## config.mk

```make
export PLATFORM = sky130hd
export DESIGN_NAME = wb_timeout
export DESIGN_NICKNAME = d
export VERILOG_FILES = /design/src/rtl/wb_timeout.sv
export SDC_FILE = /design/constraint.sdc
export NUM_CORES = 1
export LEC_CHECK = 0
export ABC_CLOCK_PERIOD_IN_PS = 5900
export CORE_MARGIN = 1
export CORE_UTILIZATION = 44
export CTS_CLUSTER_SIZE = 24
export DETAILED_ROUTE_END_ITERATION = 6
export PLACE_DENSITY_LB_ADDON = 0.3
export SLEW_MARGIN = 10
export SYNTH_ARGS = -nofsm -noshare
export SYNTH_HDL_FRONTEND = slang
export SYNTH_SLANG_ARGS = --single-unit
```

## constraint.sdc

```tcl
create_clock -name clk -period 5.9 [get_ports clk]
set_input_delay 0.59 -clock clk [delete_from_list [all_inputs] [get_ports clk]]
set_output_delay 0.59 -clock clk [all_outputs]
set_load 0.05 [all_outputs]
```

## src/rtl/wb_timeout.sv

```systemverilog
// Wishbone pass-through register stage that aborts a slave access with an error
// when the slave takes too long to respond.
module wb_timeout #(
    parameter int ADDR_WIDTH   = 32,
    parameter int DATA_WIDTH   = 32,
    parameter int SELECT_WIDTH = DATA_WIDTH / 8,
    parameter int TIMEOUT      = 1024
) (
    input  logic                    clk,
    input  logic                    rst,

    input  logic [ADDR_WIDTH-1:0]   wbm_adr_i,
    input  logic [DATA_WIDTH-1:0]   wbm_dat_i,
    output logic [DATA_WIDTH-1:0]   wbm_dat_o,
    input  logic                    wbm_we_i,
    input  logic [SELECT_WIDTH-1:0] wbm_sel_i,
    input  logic                    wbm_stb_i,
    output logic                    wbm_ack_o,
    output logic                    wbm_err_o,
    output logic                    wbm_rty_o,
    input  logic                    wbm_cyc_i,

    output logic [ADDR_WIDTH-1:0]   wbs_adr_o,
    input  logic [DATA_WIDTH-1:0]   wbs_dat_i,
    output logic [DATA_WIDTH-1:0]   wbs_dat_o,
    output logic                    wbs_we_o,
    output logic [SELECT_WIDTH-1:0] wbs_sel_o,
    output logic                    wbs_stb_o,
    input  logic                    wbs_ack_i,
    input  logic                    wbs_err_i,
    input  logic                    wbs_rty_i,
    output logic                    wbs_cyc_o,

    output logic                    timeout_o
);

    // state    | meaning
    // IDLE     | forward master cyc, wait for a new master strobe
    // WAIT_ACK | request issued to slave, counting wait cycles
    // ABORT    | timeout fired, slave cyc held low for one cycle
    typedef enum logic [1:0] {
        IDLE     = 2'd0,
        WAIT_ACK = 2'd1,
        ABORT    = 2'd2
    } state_t;

    localparam int             CW      = $clog2(TIMEOUT);
    localparam logic [CW-1:0]  CNT_MAX = CW'(TIMEOUT - 1);

    state_t        state;
    logic [CW-1:0] cnt;
    logic          cnt_tc;

    // cnt_tc is the registered terminal-count compare; acting on it instead of
    // cnt directly puts the error TIMEOUT+1 cycles after the slave strobe rises.
    always_ff @(posedge clk) begin
        if (rst) begin
            state     <= IDLE;
            cnt       <= '0;
            cnt_tc    <= 1'b0;
            wbm_dat_o <= '0;
            wbm_ack_o <= 1'b0;
            wbm_err_o <= 1'b0;
            wbm_rty_o <= 1'b0;
            wbs_adr_o <= '0;
            wbs_dat_o <= '0;
            wbs_we_o  <= 1'b0;
            wbs_sel_o <= '0;
            wbs_stb_o <= 1'b0;
            wbs_cyc_o <= 1'b0;
            timeout_o <= 1'b0;
        end else begin
            wbm_ack_o <= 1'b0;
            wbm_err_o <= 1'b0;
            wbm_rty_o <= 1'b0;
            timeout_o <= 1'b0;
            case (state)
                IDLE: begin
                    cnt       <= '0;
                    cnt_tc    <= 1'b0;
                    wbs_cyc_o <= wbm_cyc_i;
                    if (wbm_cyc_i && wbm_stb_i && !(wbm_ack_o || wbm_err_o || wbm_rty_o)) begin
                        wbs_adr_o <= wbm_adr_i;
                        wbs_dat_o <= wbm_dat_i;
                        wbs_we_o  <= wbm_we_i;
                        wbs_sel_o <= wbm_sel_i;
                        wbs_stb_o <= 1'b1;
                        wbs_cyc_o <= 1'b1;
                        state     <= WAIT_ACK;
                    end
                end
                WAIT_ACK: begin
                    if (!wbm_cyc_i) begin
                        wbs_stb_o <= 1'b0;
                        wbs_we_o  <= 1'b0;
                        wbs_cyc_o <= 1'b0;
                        state     <= IDLE;
                    end else if (wbs_ack_i || wbs_err_i || wbs_rty_i) begin
                        wbm_dat_o <= wbs_dat_i;
                        wbm_ack_o <= wbs_ack_i;
                        wbm_err_o <= wbs_err_i;
                        wbm_rty_o <= wbs_rty_i;
                        wbs_stb_o <= 1'b0;
                        wbs_we_o  <= 1'b0;
                        wbs_cyc_o <= wbm_cyc_i;
                        state     <= IDLE;
                    end else if (cnt_tc) begin
                        wbm_err_o <= 1'b1;
                        timeout_o <= 1'b1;
                        wbs_stb_o <= 1'b0;
                        wbs_we_o  <= 1'b0;
                        wbs_cyc_o <= 1'b0;
                        state     <= ABORT;
                    end else begin
                        if (cnt != CNT_MAX)
                            cnt <= cnt + 1'b1;
                        cnt_tc <= (cnt == CNT_MAX);
                    end
                end
                ABORT: begin
                    wbs_cyc_o <= wbm_cyc_i;
                    state     <= IDLE;
                end
                default: begin
                    state <= IDLE;
                end
            endcase
        end
    end

endmodule

```

Word level (Yosys, flattened, before mapping)
Cells that the tools add are included.
- add/subtract/negate cells: 1
- multiply operators: 0
- div/mod/pow operators: 0
- magnitude comparators: 0
- equal/unequal tests: 10
- shift-type cells: 0
- multiplexer cells: 27
- bitwise operators: 3
- reduce and logical (&&, ||, !) cells: 20
- operators by type and width (cell ; number):
    10-bit 2-to-1 mux ; 4
    10-bit one-hot mux with 2 select lines ; 1
    1-bit 2-to-1 mux ; 13
    10-bit by 1-bit adder with 10-bit output (second input constant) ; 1
    10-bit equality test (second input constant) ; 1
    10-bit != test (second input constant) ; 1
    2-bit != test (second input constant) ; 5
    3-bit AND reduction ; 3
    2-bit 2-to-1 mux ; 4
    4-bit OR reduction ; 2
    1-bit one-hot mux with 2 select lines ; 3
    2-bit AND reduction ; 3
    5-bit AND reduction ; 1
    1-bit logical OR ; 4
    4-bit != test (second input constant) ; 1
    2-bit one-hot mux with 2 select lines ; 1
    1-bit inverter ; 3
    1-bit one-hot mux with 3 select lines ; 1
    3-bit nonzero test ; 1
    3-bit OR reduction ; 1
    2-bit by 1-bit equality test with 1-bit output (second input constant) ; 1
    2-bit equality test (second input constant) ; 1
    1-bit logical AND ; 2
    2-bit zero test ; 1
    2 further kinds ; 2
- bits in registers: 120
- latch bits: 0
- bits in writable memories: 0
- memory bits (read-only): 0
- input port bits: 108
- logic and storage cells: 75
- memories kept: 0

Logic depth before layout (Yosys ltp)
Gate-level depths: netlist of the first run.
- depth in word-level cells: 6
- depth in mapped cells: 9

Least setup slack after synthesis of the first run
Ideal clock, no wire load.
- path type: reg-to-reg
- from: register state[0]
- to: register cnt[8]
- setup time: 0.059 ns
- data arrival time: 1.826 ns
- required time: 5.841 ns
- slack: 4.015 ns
- stages on the path, launching flop included: 8
- buffers on the path: 1
- period minus slack after synthesis: 1.885 ns
- path through: dfxtp_1 -> inv_1 -> ha_1 -> nor2b_2 -> or2_2 -> clkbuf_1 -> or4_1 -> nand2_1
- word-level cells in the longest chain between the ends: 3
- RTL lines (what ; RTL line ; text):
    from (decl) ; 50 ; state_t state;
    from (signal assigned) ; 58 ; state <= IDLE;
    from (signal assigned) ; 89 ; state <= WAIT_ACK;
    from (signal assigned) ; 97 ; state <= IDLE;
    2-bit by 1-bit equality test with 1-bit output / 2-bit zero test (equally long branches) ; 77 ; case (state)
    2-bit != test (no source line) / 2-bit nonzero test (equally long branches) ; -- ;
    5-bit AND reduction (no source line) ; -- ;
    to (signal assigned) ; 116 ; cnt <= cnt + 1'b1;
    to (decl) ; 51 ; logic [CW-1:0] cnt;
Several ways; a longest one is shown, not always the timed one.
A chain may end at the register's enable or synchronous reset.

Final worst setup path of the first run
- from: input wbm_cyc_i
- to: register wbs_adr_o[30]
- word-level cells in the longest chain between the ends: 3
- RTL lines (what ; RTL line ; text):
    from (decl) ; 21 ; input logic wbm_cyc_i,
    1-bit logical AND (2 in series) ; 82 ; if (wbm_cyc_i && wbm_stb_i && !(wbm_ack_o || wbm_err_o || wbm_rty_o)) begin
    2-bit AND reduction (no source line) ; -- ;
    to (signal assigned) ; 83 ; wbs_adr_o <= wbm_adr_i;
    to (decl) ; 23 ; output logic [ADDR_WIDTH-1:0] wbs_adr_o,
No other way between the ends.

==> impl_results.md, run 1 <==
- Clk Latency, worst-skew pair: slightly above 0.5 ns
- Setup CP Type: input port to flip-flop
- Area grow syn2layout: 64.0%
- Slew margin rel.: roughly 20%
- FILL cells: 750
- Post-place instance area: 6610 sq um
- Post-CTS Setup Bufs: 0
- Reg-to-reg startpoint: state[0]
- Area of the multi-input gates: ~1900 sq um
- WL per Instance: between 10 and 15 um
- TritonCTS clock tree: done
- R2r setup slk: roughly 3.7 ns
- Cts bufs inserted: 17
- Post-synth EDFFs: 0
- Max incr delay on CP: roughly 0.57 ns
- HP Class: flip-flop to flip-flop
- Drt drc: 0
- Commonest cells after routing, fill and taps aside: clkdlybuf4s50_1, nand2_1, dfxtp_1, a21oi_1, clkbuf_16
- Register clock-pin slew on the reported worst setup and hold paths: roughly 0.06 ns
- Yosys top cell by area: dfxtp_1
- Core area: approximately 9800 sq um
- Top post-synthesis cells by area: dfxtp_1, nand2_1, a21oi_1, clkbuf_1, ha_1
- WP buf/inv: 2
- Antenna Nets Post-Route: 0
- Placed insts: around 870
- CP most frequent cell: nand2_1
- Max stage delay cell, worst path: clkdlybuf4s50_1
- # hold bufs at CTS: 0
- Final cell count without fillers: 900
- Critical Path AT: approximately 3.0 ns
- Crit share post-route: around 43%
- Number of global-route vias before repair: ~4,200
- Die outline width: about 100 um
- Starting Density: a little under half
- Max Root-Sink Buffers: 2
- Fin. Hold Viols: 0
- Final nets: just under 900
- Predominant post-synthesis flop cell: dfxtp_1
- Asr flop ratio synth: 0%
- H-tree levels: 4
- GRT Util Overall: between 20% and 30%
- Leak: 2.57 nW
- Synth unique cells: 37
- Clock root cell: clkbuf_8
- Number of synthesized register bits: 120
- Top cell type's share of synthesized area: a little over half
- Global route overflow: 0
- Maxcap violations: 0
- Sequential area share after synthesis: a little over half
- Worst-Margin Slew: ~1.2 ns
- Max Clk Rate: approximately 0.39 GHz
- Synth Net Count: 668
- Final setup TNS: 0 ns
- Cell row count: 36
- Worst vdd ir: between 200 and 250 uV
- Via-to-Cell Ratio: 5.03
- Pre-antenna DRT Iters: 5
- Routability cong.: between 0.8 and 0.9
- Hold_sp: wbs_dat_o[11]
- Mean Syn Cell Area: ~8.0 sq um
- I/O Buffers: roughly 210
- Clock skew: slightly below 0.008 ns
- Die height: roughly 100 um
- CP delay by family, top: buffers and inverters
- Reg area: 2400 sq um
- Iteration-0 DRC Markers: ~160
- Ys Warns: 0
- Cts repair resizes: 0
- DIE AREA: 10,500 sq um
- RSZ-0062 raised after global routing: no
- Largest net degree at the start of global routing: 116
- Critical path required time: between 6 and 7 ns
- Setup violators final: 0
- First-pass GRT wire length: 19,700 um
- Critical Path End Type: flip-flop
- Crit. Startpoint: wbm_cyc_i
- Clock Sinks: 120
- Final wirelength: between 10,000 and 15,000 um
- Layout cells sized above 1: between 5 and 6%
- Cell Pwr Density: 325 nW/um^2
- Cells after Synth: 555
- IO Pins: approximately 220
- Vias: around 4,500
- Critical path fanouts, max: 70
- ANT cells: 0
- Period minus WS final: around 2.5 ns
- Crit-path cells: clkdlybuf4s50_1, nand2_1, nor4_1, and2_2, buf_4, nand2_1, a21oi_1
- Final max-slew violation count: 0
- Antenna violations before repair: 0
- Run status: complete, no violations
- Design Area, Final: slightly above 7000 sq um
- Crit path launch type: input port
- Area of the mapped netlist: about 4400 sq um
- Most common cell after layout, fill and taps aside: clkdlybuf4s50_1
- DP HPWL: a little under 9000 um
-- final timing paths --
path	to	depth (start not counted)
max	wbs_adr_o[30]	7
min	wbs_dat_o[11]	2
max reg2reg	wbm_dat_o[19]	5
min reg2reg	wbs_dat_o[11]	2
-- flip-flops by register name, summed over array words and instances, names as in the netlist --
| register | flops |
|---|---|
| wbm_rty_o | 1 |
| wbs_adr_o | 32 |
| wbs_dat_o | 32 |
| wbs_stb_o | 1 |
| wbm_dat_o | 32 |
| timeout_o | 1 |
| state | 2 |
| cnt_tc | 1 |
| wbm_ack_o | 1 |
| wbs_sel_o | 4 |
| wbs_cyc_o | 1 |
| wbs_we_o | 1 |
| cnt | 10 |
| wbm_err_o | 1 |
-- metal layers --
metal  GRT usage [%]  vias up  wire length [um]  part of all wire, %
met3            10.3       15              1300                   10
met5               0        -                 0                    0
li1                -     2227                 -                    -
met4            10.2        0               155                  1.2
met1            26.1     2096              5110                   39
met2            42.5      189              6440                   50
-- synth_stat cells, types with 2 or more instances --
| cell | count |
|---|---|
| a21oi_1 | 107 |
| and2_1 | 2 |
| buf_2 | 10 |
| clkbuf_1 | 26 |
| dfxtp_1 | 120 |
| ha_1 | 5 |
| inv_1 | 6 |
| nand2_1 | 209 |
| nand2b_1 | 4 |
| nand3_1 | 7 |
| nand4_1 | 5 |
| nor2_1 | 14 |
| nor3_1 | 4 |
| nor3b_1 | 2 |
| o211ai_1 | 2 |
| o21ai_0 | 4 |
| or3_1 | 2 |
| or4_1 | 3 |
| xor2_1 | 5 |
-- tightest hold or removal path: cells and delay by family (launching register included) --
kind / cells / cell delay (ns)
and+or+nand+nor: 1 / 0.05
DFF: 1 / 0.30
AOI/OAI and AO/OA: 1 / 0.05
-- area by class of cell --
cell class,count,area share [%]
flip-flops and latches,120,33.1
repair buffers,217,29.8
multi-input cells,392,25.6
clock buffers,19,5.94
clock inverters,13,3.01
well taps,133,2.29
inverters,6,0.310
-- per-stage QoR --
step                worst slack, ns  util (%)  hold WS (ns)  total power (W)
floorplan                      4.01         -         0.444          0.00110
detailed placement             2.91      67.6         0.446          0.00126
finish                         3.35      74.3         0.452          0.00236
global placement               3.16      67.6         0.441          0.00125
CTS                            3.31      74.3         0.454          0.00238
global route                   3.23      74.3         0.469          0.00244
-- kinds of logic (layout without fill, tap and decap cells) --
kind of cell	after synthesis	count (layout)	share of synthesized area (%)
simple gates	262	262	24.8
compound gates	120	120	14.6
flops	120	120	54.3
buf+inv	43	255	4.01
fa+ha+maj	5	5	1.41
xor+xnor	5	5	0.989
-- where the power goes --
part	internal [W]	total, W	switching, W	leakage (nW)
sequential	0.000847	0.000867	0.0000199	0.976
clock	0.000745	0.00112	0.000375	0.313
combinational	0.000151	0.000376	0.000225	1.29
total	0.00174	0.00236	0.000620	2.57
Note: power is estimated with default switching activity, not from simulation.
==> inputs of run 2 (changes only) <==
ABC_CLOCK_PERIOD_IN_PS = 2600   (was 5900)
CORE_UTILIZATION = 40   (was 44)
clock period = 2.6 ns   (was 5.9 ns; I/O delays follow)
==> impl_results.md, run 2 (synthesis results as in run 1) <==
- H-tree levels: 4 (unchanged)
- Final Util: 66.9% (-7.5 points)
- Hold_sp: rst
- DP HPWL: 8550 um (-2.9%)
- Vias: 4,461 (-1.5%)
- WL per Instance: 13.8 um (-4.8%)
- Tot Pwr: 0.00502 W (+110%)
- Top flop regs: wbm_dat_o (32), wbs_adr_o (32), wbs_dat_o (32)
- Most common cell after layout, fill and taps aside: clkdlybuf4s50_1
- Post-CTS Setup Bufs: 0 (unchanged)
- Maxcap violations: 0 (unchanged)
- R2r setup slk: 0.38 ns (-3.28 ns)
- ANT cells: 0 (unchanged)
- Cts repair resizes: 0 (unchanged)
- Clk Latency, worst-skew pair: 0.50 ns (about the same)
- Max incr delay on CP: 0.66 ns (+0.09 ns)
- IO Pins: 215 (unchanged)
- Final max-slew violation count: 0 (unchanged)
- Pre-antenna DRT Iters: 5 (unchanged)
- Reg-to-reg startpoint: state[1]
- Clock skew: 0.00630 ns (-0.00147 ns)
- I/O Buffers: 214 (unchanged)
- Critical Path End Type: flip-flop
- Layout cells sized above 1: 5.97% (+0.11 points)
- FILL cells: 891 (+19%)
- Run status: complete, no violations
- Clock root cell: clkbuf_8
- Number of global-route vias before repair: 4,213 (-0.047%)
- DIE AREA: 11,500 sq um (+9.8%)
- Critical R2R Capture: cnt[6]
- Area grow syn2layout: 63.0%
- Die height: 107 um (+4.8%)
- Setup violators final: 0 (unchanged)
- Worst-Margin Slew: 0.626 ns (-0.572 ns)
- Largest net degree at the start of global routing: 71 (-39%)
- Cts bufs inserted: 17 (unchanged)
- Max Root-Sink Buffers: 2 (unchanged)
- Cell row count: 38 (+5.6%)
- Antenna violations before repair: 0 (unchanged)
- Final setup TNS: 0 ns (unchanged)
- Crit path launch type: flip-flop
- Clock Sinks: 120 (unchanged)
- First-pass GRT wire length: 19,900 um (+1.4%)
- Fin. Hold Viols: 0 (unchanged)
- Period minus WS final: between 2 and 2.5 ns
- Max stage delay cell, worst path: or4_1
- Cell Pwr Density: 696 nW/um^2 (+110%)
- Worst vdd ir: 402 uV (+97%)
- R2R cell count: 7 (+2)
- TritonCTS clock tree: done
- Setup CP Type: flip-flop to flip-flop
- Routability cong.: 0.834 (+2.0%)
- Die outline width: 107 um (+4.8%)
- Register clock-pin slew on the reported worst setup and hold paths: 0.06 ns (about the same)
- Core area: 10,800 sq um (+10%)
- # hold bufs at CTS: 0 (unchanged)
- Cell depth of the worst min-delay path: 2 (unchanged)
- RSZ-0062 raised after global routing: no
- Final nets: 870 (+0.35%)
- Slew margin rel.: 57.9% (+38 points)
- CP most frequent cell: inv_1
- GRT Util Overall: 22.0% (-2.5 points)
- Global route overflow: 0 (unchanged)
- Crit-path cells: inv_1, ha_1, inv_1, or4_1, nand4_2, xor2_1, nor2_1
- Critical Path AT: 2.60 ns (-0.36 ns)
- Critical path fanouts, max: 11 (-84%)
- Critical path required time: 2.99 ns (-3.33 ns)
- Post-place instance area: 6650 sq um (+0.66%)
- HP Class: input port to flip-flop
- Via-to-Cell Ratio: 4.90 (-2.5%)
- Final wirelength: 12,500 um (-3.7%)
- Design Area, Final: 7220 sq um (-0.65%)
- Commonest cells after routing, fill and taps aside: clkdlybuf4s50_1, nand2_1, dfxtp_1, a21oi_1, clkbuf_16
- Drt drc: 0 (unchanged)
- Hold endpoint: wbm_dat_o[14]
- Antenna Nets Post-Route: 0 (unchanged)
- Leak: 2.56 nW (-0.55%)
- Crit share post-route: between 80% and 90%
- Iteration-0 DRC Markers: 247 (+55%)
- Max Clk Rate: about 0.45 GHz
- Starting Density: 41.0% (-4.3 points)
[run 2: cell count changes in the layout (fill, tap and decap cells not counted), sizes merged]
cell	change
clkinv	+1
inv	-2
clkbuf	+4
bufinv	-3
buf	+3
[run 2: worst max-delay path, delay by kind of cell (launching register included)]
family                   cells  cell delay, ns
flip-flops                   1            0.34
adder cells (fa/ha/maj)      1            0.45
AND/OR/NAND/NOR              3            0.91
XOR/XNOR                     1            0.19
buffers and inverters        2            0.22
[run 2: final cells by class]
| class | count | area, sq um | area share, % |
|---|---|---|---|
| Inverter | 6 | 22.5 | 0.312 |
| Sequential cell | 120 | 2400 | 33.3 |
| Timing Repair Buffer | 220 | 2200 | 30.4 |
| Tap cell | 140 | 175 | 2.43 |
| Multi-Input combinational cell | 392 | 1850 | 25.7 |
| Clock inverter | 9 | 97.6 | 1.35 |
| Clock buffer | 23 | 467 | 6.47 |
[run 2: worst max path at each step]
stage	start	to	slack [ns]	depth (start not counted)
after floorplan	state[0]	cnt[8]	0.71	7
after global placement	wbm_cyc_i	wbs_dat_o[5]	0.45	7
after detailed placement	wbm_cyc_i	wbs_dat_o[11]	0.28	7
after CTS	state[1]	cnt[6]	0.39	7
after global routing	state[1]	cnt[9]	0.20	7
final	state[1]	cnt[6]	0.38	7
[run 2: metal layers]
layer / wire length, um / track usage, % / up-vias
li1: - / - / 2228
met1: 5140 / 25.7 / 2055
met2: 6080 / 36.9 / 164
met3: 1120 / 7.54 / 14
met4: 183 / 8.71 / 0
met5: 0 / 0 / -
[run 2: report_power, final]
group	internal [W]	switching [W]
sequential	0.00192	0.0000444
combinational	0.000348	0.000508
clock	0.00143	0.000771
[run 2: through the flow]
step           worst slack, ns  hold WS (ns)  instances
2_1_floorplan            0.715         0.390        555
3_3_place_gp             0.445         0.441        878
3_5_place_dp             0.285         0.446        878
4_1_cts                  0.388         0.221        910
5_1_grt                  0.195         0.262        910
6_report                 0.382         0.250        910
